## config.mk

```make
export PLATFORM = sky130hd
export DESIGN_NAME = lcd_char_ctrl
export DESIGN_NICKNAME = d
export VERILOG_FILES = /design/src/rtl/lcd_pkg.sv /design/src/rtl/lcd_timer.sv /design/src/rtl/lcd_char_ctrl.sv
export SDC_FILE = /design/constraint.sdc
export NUM_CORES = 1
export LEC_CHECK = 0
export BUFFER_PORTS_ARGS = -buffer_cell sky130_fd_sc_hd__clkbuf_2
export CORE_ASPECT_RATIO = 1.1
export CORE_MARGIN = 2
export CORE_UTILIZATION = 30
export CTS_BUF_LIST = sky130_fd_sc_hd__clkbuf_8
export DETAILED_ROUTE_END_ITERATION = 10
export PLACE_DENSITY = 0.51
export SYNTH_ARGS = -nofsm -noshare
export SYNTH_HDL_FRONTEND = slang
export SYNTH_SLANG_ARGS = --single-unit
```

## constraint.sdc

```tcl
create_clock -name clk -period 4.8 [get_ports clk]
set_clock_uncertainty 0.05 [all_clocks]
set_input_delay 0.24 -clock clk [delete_from_list [all_inputs] [get_ports clk]]
set_output_delay 0.24 -clock clk [all_outputs]
set_load 0.1 [all_outputs]
```

## src/rtl/lcd_pkg.sv

```systemverilog
// Shared types and constants for the HD44780-style character LCD write controller:
// FSM states, the power-up command ROM and the nibble-to-ASCII helper.
package lcd_pkg;

    typedef enum logic [2:0] {
        ST_PWR,
        ST_INIT,
        ST_IDLE,
        ST_SETUP,
        ST_PULSE,
        ST_HOLD,
        ST_WAIT
    } lcd_state_e;

    localparam logic [7:0] LCD_FUNC_SET = 8'h38;
    localparam logic [7:0] LCD_DISP_ON  = 8'h0C;
    localparam logic [7:0] LCD_CLEAR    = 8'h01;
    localparam logic [7:0] LCD_ENTRY    = 8'h06;
    localparam logic [7:0] LCD_HOME     = 8'h02;
    localparam logic [1:0] INIT_LAST    = 2'd3;

    function automatic logic [7:0] init_cmd(input logic [1:0] idx);
        case (idx)
            2'd0:    return LCD_FUNC_SET;
            2'd1:    return LCD_DISP_ON;
            2'd2:    return LCD_CLEAR;
            default: return LCD_ENTRY;
        endcase
    endfunction

    // Uppercase hex digit
    function automatic logic [7:0] nib2ascii(input logic [3:0] n);
        return (n < 4'd10) ? (8'h30 + {4'h0, n}) : (8'h37 + {4'h0, n});
    endfunction

endpackage

```

## src/rtl/lcd_timer.sv

```systemverilog
// Loadable down-counter shared by every timed phase of the LCD controller.
// A phase of N cycles loads N-1 and ends on the cycle the count reads zero.
module lcd_timer #(
    parameter int CW = 8
) (
    input  logic          clk,
    input  logic          rst,
    input  logic          load,
    input  logic [CW-1:0] load_val,
    output logic          done
);

    logic [CW-1:0] cnt;

    always_ff @(posedge clk) begin
        if (rst) begin
            cnt <= '0;
        end else if (load) begin
            cnt <= load_val;
        end else if (cnt != '0) begin
            cnt <= cnt - 1'b1;
        end
    end

    assign done = (cnt == '0);

endmodule

```

## src/rtl/lcd_char_ctrl.sv

```systemverilog
// HD44780-style character LCD write controller: power-up init, then byte writes
// over a valid/ready handshake with programmable setup/pulse/hold/execution timing.
module lcd_char_ctrl
    import lcd_pkg::*;
#(
    parameter int SETUP_CYC = 2,
    parameter int EN_CYC    = 25,
    parameter int HOLD_CYC  = 2,
    parameter int CMD_WAIT  = 2000,
    parameter int CLR_WAIT  = 82000,
    parameter int PWR_WAIT  = 750000,
    parameter bit HEX_MODE  = 1'b0,
    parameter bit BLON_EN   = 1'b1
) (
    input  logic       clk,
    input  logic       rst,
    input  logic       wr_valid,
    input  logic       wr_rs,
    input  logic [7:0] wr_data,
    output logic       wr_ready,
    output logic       init_done,
    output logic       lcd_rw,
    output logic       lcd_rs,
    output logic       lcd_en,
    output logic [7:0] lcd_data,
    output logic       lcd_on,
    output logic       lcd_blon
);

    localparam int M1       = (SETUP_CYC > EN_CYC) ? SETUP_CYC : EN_CYC;
    localparam int M2       = (HOLD_CYC > M1) ? HOLD_CYC : M1;
    localparam int M3       = (CMD_WAIT > M2) ? CMD_WAIT : M2;
    localparam int M4       = (CLR_WAIT > M3) ? CLR_WAIT : M3;
    localparam int MAX_WAIT = (PWR_WAIT > M4) ? PWR_WAIT : M4;
    localparam int CW       = $clog2(MAX_WAIT) + 1;
    // The first PWR cycle arms the counter, so it loads one less.
    localparam int PWR_LD   = (PWR_WAIT >= 2) ? PWR_WAIT - 2 : 0;

    lcd_state_e    state, state_next;
    logic [CW-1:0] load_val;
    logic          tmr_load, tmr_done;
    logic          accept, armed, hex_pend, is_clr;
    logic [1:0]    idx;
    logic          cur_rs;
    logic [7:0]    cur_data;
    logic [3:0]    lo_nib;
    logic          en_d, ready_d, drive_d;

    assign accept = (state == ST_IDLE) && wr_valid && wr_ready;
    assign is_clr = !cur_rs && ((cur_data == LCD_CLEAR) || (cur_data == LCD_HOME));

    lcd_timer #(.CW(CW)) u_timer (
        .clk      (clk),
        .rst      (rst),
        .load     (tmr_load),
        .load_val (load_val),
        .done     (tmr_done)
    );

    always_ff @(posedge clk) begin
        if (rst) begin
            state <= ST_PWR;
        end else begin
            state <= state_next;
        end
    end

    always_comb begin
        state_next = state;
        case (state)
            ST_PWR:   if (armed && tmr_done) state_next = ST_INIT;
            ST_INIT:  state_next = ST_SETUP;
            ST_IDLE:  if (accept) state_next = ST_SETUP;
            ST_SETUP: if (tmr_done) state_next = ST_PULSE;
            ST_PULSE: if (tmr_done) state_next = ST_HOLD;
            ST_HOLD:  if (tmr_done) state_next = ST_WAIT;
            ST_WAIT: begin
                if (tmr_done) begin
                    if (!init_done) begin
                        state_next = (idx == INIT_LAST) ? ST_IDLE : ST_INIT;
                    end else begin
                        state_next = hex_pend ? ST_SETUP : ST_IDLE;
                    end
                end
            end
            default:  state_next = ST_PWR;
        endcase
    end

    always_comb begin
        en_d     = (state == ST_PULSE);
        ready_d  = (state == ST_IDLE) && !accept;
        drive_d  = (state == ST_SETUP);
        tmr_load = (state_next != state) || ((state == ST_PWR) && !armed);
        load_val = '0;
        case (state_next)
            ST_PWR:   load_val = CW'(PWR_LD);
            ST_SETUP: load_val = CW'(SETUP_CYC - 1);
            ST_PULSE: load_val = CW'(EN_CYC - 1);
            ST_HOLD:  load_val = CW'(HOLD_CYC - 1);
            ST_WAIT:  load_val = is_clr ? CW'(CLR_WAIT - 1) : CW'(CMD_WAIT - 1);
            default:  load_val = '0;
        endcase
    end

    // Byte being written: init ROM entry, accepted request, or second hex character
    always_ff @(posedge clk) begin
        if (rst) begin
            armed    <= 1'b0;
            idx      <= '0;
            hex_pend <= 1'b0;
        end else begin
            if (state == ST_PWR) begin
                armed <= 1'b1;
            end
            if (state == ST_INIT) begin
                cur_rs   <= 1'b0;
                cur_data <= init_cmd(idx);
            end
            if (accept) begin
                if (HEX_MODE && wr_rs) begin
                    cur_rs   <= 1'b1;
                    cur_data <= nib2ascii(wr_data[7:4]);
                    lo_nib   <= wr_data[3:0];
                    hex_pend <= 1'b1;
                end else begin
                    cur_rs   <= wr_rs;
                    cur_data <= wr_data;
                    hex_pend <= 1'b0;
                end
            end
            if ((state == ST_WAIT) && tmr_done) begin
                if (!init_done) begin
                    idx <= idx + 2'd1;
                end
                if (hex_pend) begin
                    cur_data <= nib2ascii(lo_nib);
                    hex_pend <= 1'b0;
                end
            end
        end
    end

    always_ff @(posedge clk) begin
        if (rst) begin
            lcd_en    <= 1'b0;
            lcd_rs    <= 1'b0;
            lcd_data  <= 8'h00;
            wr_ready  <= 1'b0;
            init_done <= 1'b0;
        end else begin
            lcd_en    <= en_d;
            wr_ready  <= ready_d;
            init_done <= init_done | (state == ST_IDLE);
            if (drive_d) begin
                lcd_rs   <= cur_rs;
                lcd_data <= cur_data;
            end
        end
    end

    assign lcd_rw   = 1'b0;
    assign lcd_on   = 1'b1;
    assign lcd_blon = BLON_EN;

endmodule

```

After elaboration in Yosys (flattened, before gate mapping)
Cells that the tools add are included.
- $add $sub $neg: 4
- mux-type cells: 25
- reductions and logical operators: 22
- shift operators: 0
- div/mod/pow operators: 0
- multiply operators: 0
- magnitude comparators: 1
- bitwise operators: 3
- eq/ne operators: 16
- operator list (operator ; number):
    $pmux 20 s4 ; 1
    $mux 21 ; 2
    $mux 8 ; 4
    $logic_not 21->1 ; 1
    $pmux 3 s7 ; 1
    $reduce_bool 21->1 ; 1
    $sub 21x1->21 const B ; 1
    $eq 3x3->1 const B ; 6
    $mux 3 ; 6
    $pmux 6 s3 ; 1
    $mux 17 ; 1
    $add 6x4->7 const A ; 2
    $eq 3x2->1 const B ; 3
    $eq 8x1->1 const B ; 1
    $eq 8x2->1 const B ; 1
    $logic_and 1x1->1 ; 7
    $mux 7 ; 1
    $logic_not 3->1 ; 2
    $mux 1 ; 6
    $eq 2x2->1 const B ; 2
    $lt 4x4->1 const B ; 1
    $mux 2 ; 2
    $reduce_and 2->1 ; 2
    $reduce_bool 2->1 ; 2
    10 further kinds ; 14
- flip-flop bits (word level): 49
- output and inout bits: 15
- word-level logic and storage cells: 83
- input port bits: 12
- memory bits (writable): 0
- memories: 0
- bits in read-only memories: 0
- latch bits: 0

Longest topological paths before layout
- depth after elaboration: 9
- gate-level depth with buffers: 9
- depth with buffers taken out: 8

Cells and area by module
A second synthesis with hierarchy kept.
- cell total of the unflattened synthesis: 314
- area, all modules: 2767.7 µm²
- modules (own cells, without submodules) (module ; cells an instance ; instances ; area an instance (µm²) ; seq. area each (µm²)):
    lcd_char_ctrl ; 174 ; 1 ; 1610.3 ; 650.6
    lcd_timer ; 140 ; 1 ; 1157.4 ; 420.4

Worst setup path before layout
OpenSTA, ideal clock, no wires.
- path type: flip-flop to flip-flop
- from: reg u_timer.cnt[4]
- to: reg u_timer.cnt[3]
- data arrival time: 2.179 ns
- cell stages (with the launch flop): 8
- clock period less this slack: 2.304 ns
- path slack: 2.496 ns
- cells stage by stage: dfxtp_1 or4_4 or3_1 buf_6 nor3_4 o21ai_2 a2111o_1 o22ai_1
- word-level cells in the longest chain between the ends: 8
- elaborated cells between the ends (all ways): 20
- those cells by class: eq/ne (5); mux (8); reduce/logical (7)
- RTL lines (element ; line ; text):
    start, declared ; lcd_timer.sv:13 ; logic [CW-1:0] cnt;
    start signal, assigned ; lcd_timer.sv:19 ; cnt <= load_val;
    start signal, assigned ; lcd_timer.sv:21 ; cnt <= cnt - 1'b1;
    $logic_not 21->1 ; lcd_timer.sv:25 ; assign done = (cnt == '0);
    $logic_and 1x1->1 ; lcd_char_ctrl.sv:71 ; ST_PWR: if (armed && tmr_done) state_next = ST_INIT;
    $mux 3 ; lcd_char_ctrl.sv:71 ;
    $pmux 3 s7 ; lcd_char_ctrl.sv:70 ; case (state)
    $eq 3x3->1 / $eq 3x2->1 (equally long branches) ; lcd_char_ctrl.sv:96 ; case (state_next)
    $reduce_or 2->1 (no source line) ; -- ;
    $pmux 20 s4 ; lcd_char_ctrl.sv:96 ;
    $mux 21 ; lcd_timer.sv:18 ; end else if (load) begin
Several ways; a longest one is shown, not always the timed one.
A chain may end at the register's enable or synchronous reset.

Final worst setup path
- from: reg state[2]
- to: reg u_timer.cnt[0]
- word-level cells in the longest chain between the ends: 9
- elaborated cells between the ends (all ways): 28
- those cells by class: eq/ne (11); mux (9); reduce/logical (8)
- RTL lines (element ; line ; text):
    start, declared ; lcd_char_ctrl.sv:39 ; lcd_state_e state, state_next;
    start signal, assigned ; lcd_char_ctrl.sv:64 ; state <= state_next;
    $eq 3x2->1 ; lcd_char_ctrl.sv:49, lcd_char_ctrl.sv:70 ;
    $logic_and 1x1->1 (2 in a row) ; lcd_char_ctrl.sv:49 ; assign accept = (state == ST_IDLE) && wr_valid && wr_ready;
    $mux 3 ; lcd_char_ctrl.sv:73 ; ST_IDLE: if (accept) state_next = ST_SETUP;
    $pmux 3 s7 ; lcd_char_ctrl.sv:70 ;
    $eq 3x3->1 / $eq 3x2->1 (equally long branches) ; lcd_char_ctrl.sv:96 ;
    $reduce_or 2->1 (no source line) ; -- ;
    $pmux 20 s4 ; lcd_char_ctrl.sv:96 ;
    $mux 21 ; lcd_timer.sv:18 ;
Several ways; a longest one is shown, not always the timed one.

==> summary.txt <==
Flow run
  – Max_cap viols: 0

STA
  – Min Clock Period, post-route: 2830 ps
  – Final max-slew violation count: 0
  – Worst hold margin: 155 ps
  – Relative max-transition margin: 24.8%
  – Final setup vio count: 0
  – RSZ-0062 raised after global routing: false
  – TNS Setup: 0 ps
  – Worst-margin pin slew: 1130 ps
  – Fmax: 354 MHz
  – Crit share post-route: 58.9%
  – Final number of hold-violating endpoints: 0

Worst setup path
  – CP arrival: 2980 ps
  – Crit. End Element: flop
  – Largest driver fanout on the critical path: 22
  – RR Startpoint: state[2]
  – Slowest cell on crit path: a21oi_1
  – Crit path kind: flop to flop
  – Critical path's most frequent cell: nor2_1
  – CP cell instances: nor2_1, and3_1, a21oi_1, nor2_1, a221oi_1
  – RR Endpoint: u_timer.cnt[0]
  – FF-to-FF setup slack: 1970 ps
  – Cells on worst reg2reg path: 5
  – Worst path max stage delay: 930 ps
  – Worst EP required: 4960 ps
  – Startpoint types: flop
  – Worst path buffer plus inverter count: 0
  – Crit path max-delay family: compound AO/OA/AOI/OAI gates

Power
  – Leak: 0.00110 uW
  – Max IR drop VDD: 287 uV
  – P per Cell Area: 646 nW/um^2

Logic synthesis
  – Synthesis warning total: 4
  – Post-synthesis cell count: 319
  – Top cells by area, synth: dfxtp_1 (30%), edfxtp_1 (10%), a21oi_1 (5.5%)
  – List of most frequent post-synthesis cells: dfxtp_1 (40), nand2_1 (37), a21oi_1 (29)
  – Async SR Flop Fraction: 0%
  – Share of the synthesized area in the top cell type: 30.3%
  – Yosys top cell by area: dfxtp_1
  – Synthesized area: 2640 sq um
  – Number of enable flip-flop cells after synthesis: 9
  – Register area share after synthesis: 40.6%
  – Number of library cell types mapped by synthesis: 52
  – Synth Register Bits: 49
  – Most common cell in the netlist: dfxtp_1
  – Syn avg cell area: 8.27 sq um
  – Ys flop type: dfxtp_1

Place
  – Cell Area, Placed: 2800 sq um
  – Port Buffer Count: 23
  – DP HPWL: 4740 microns
  – GPL Wtd Cong: 0.828
  – Placed cells: 433

CTS
  – Clock transition at path regs: 100 ps
  – Clk Latency, worst-skew pair: 310 ps
  – CTS Buffer Depth: 2
  – TritonCTS Buffers: 5
  – PostCTS Resize Cnt: 0
  – Post-CTS setup buffer count: 0
  – CTS Hold Buffers Added: 0
  – TritonCTS clock tree: yes
  – TritonCTS Sinks: 49
  – H-tree levels: 2
  – CTS root buf: clkbuf_8

Cells and area
  – Layout cells sized above 1: 12.4%
  – Final instance area: 2890 sq um
  – Non-filler cells, final: 441
  – Final Util: 34.2%
  – Final #Nets: 347
  – Area Overhead vs Synth: 9.44%
  – Fillcell total: 906
  – N_diodes: 0

Detailed routing
  – Detail Route met3 WL: 212 microns
  – Wire length per cell: 15.1 microns
  – 1st-pass router iterations: 4
  – Total wire length: 6650 microns
  – Max layer used: met4
  – Iter 0 DRT Violations: 147
  – Vias per cell: 5.19
  – Routed metal-1 wire length: 3130 microns
  – Via count: 2289
  – Routed length on met2: 3190 microns
  – Drc violations: 0
  – ANT nets after route: 0

Floorplan
  – Row count: 35
  – IO Pins: 27
  – Chip Width: 93.4 microns
  – Die area: 9560 sq um
  – CORE AREA: 8450 sq um
  – Die Y-Extent: 102 microns
  – Starting Density: 31.2%

GRT
  – Vias in the first global route: 2277
  – Total gr overflow: 0
  – Largest net degree at the start of global routing: 42
  – First-pass GRT wire length: 11100 microns
  – Initial antenna violation count: 0
  – All-Layer GR Usage: 14.7%

Hold path
  – Hold path start: wr_rs
  – Worst min-delay path class: input pin to flop
  – Min-Delay Endpoint: cur_rs
  – Hold Path Cell Cnt: 2

Outcome
  – Outcome: complete, no violations
sequential cells by signal, summed over array words and instances (netlist names), 2 cells and up:
signal	count
state	3
cur_data	8
lcd_data	8
idx	2
u_timer.cnt	21
stage by stage:
stage / power (uW) / setup slack (ps)
detailed placement: 1610 / 1990
global route: 2010 / 1640
CTS: 1880 / 1980
floorplan: 1430 / 2500
global placement: 1600 / 2050
finish: 1870 / 1970
power by group:
| part | internal (uW) | switching (uW) | total [uW] | leakage (uW) |
|---|---|---|---|---|
| registers | 552 | 142 | 693 | 0.000414 |
| logic | 331 | 582 | 913 | 0.000632 |
| clock network | 106 | 153 | 259 | 0.0000491 |
| total | 989 | 876 | 1870 | 0.00110 |
cell usage in the layout, fill, tap and decap left out, types with 4 or more instances in the layout:
| master | instances |
|---|---|
| nor3_1 | 22 |
| a21oi_1 | 29 |
| nor4_1 | 8 |
| or3_1 | 4 |
| edfxtp_1 | 9 |
| nand2_1 | 37 |
| xnor2_1 | 7 |
| nand3_1 | 20 |
| nand4_1 | 4 |
| nor2_1 | 27 |
| inv_1 | 7 |
| clkbuf_8 | 5 |
| xor2_1 | 13 |
| ha_1 | 6 |
| clkbuf_2 | 23 |
| dfxtp_1 | 40 |
| a211oi_1 | 4 |
| o21ai_0 | 10 |
how the worst max path moves through the flow:
| stage | start | endpoint | slack [ps] | cells after the start |
|---|---|---|---|---|
| after floorplan | u_timer.cnt[4] | u_timer.cnt[3] | 2500 | 7 |
| after global placement | state[0] | u_timer.cnt[7] | 2050 | 6 |
| after detailed placement | state[0] | u_timer.cnt[7] | 1990 | 6 |
| after CTS | state[2] | u_timer.cnt[7] | 1980 | 5 |
| after global routing | state[2] | u_timer.cnt[0] | 1640 | 5 |
| final | state[2] | u_timer.cnt[0] | 1970 | 5 |
routing by layer:
layer,up-vias,track usage (%)
met3,13,2.65
met4,0,4.30
li1,1154,-
met1,1081,18.2
met2,41,26.0
met5,-,0
layout make-up:
class / count / area [sq um] / area share (%)
Multi-Input combinational cell: 242 / 1440 / 49.7
Sequential cell: 49 / 1070 / 37.1
Tap cell: 111 / 139 / 4.81
Timing Repair Buffer: 24 / 123 / 4.25
Clock buffer: 5 / 68.8 / 2.38
Inverter: 7 / 26.3 / 0.910
Clock inverter: 3 / 23.8 / 0.823
kinds of logic after synthesis:
family | share of synthesized area, %
compound gates | 15.4
xor+xnor | 6.64
fa+ha+maj | 2.84
buf+inv | 5.12
flops | 40.6
mux | 0.759
other cells | 0.285
simple gates | 28.4
Power figures use the tool's default switching activity.
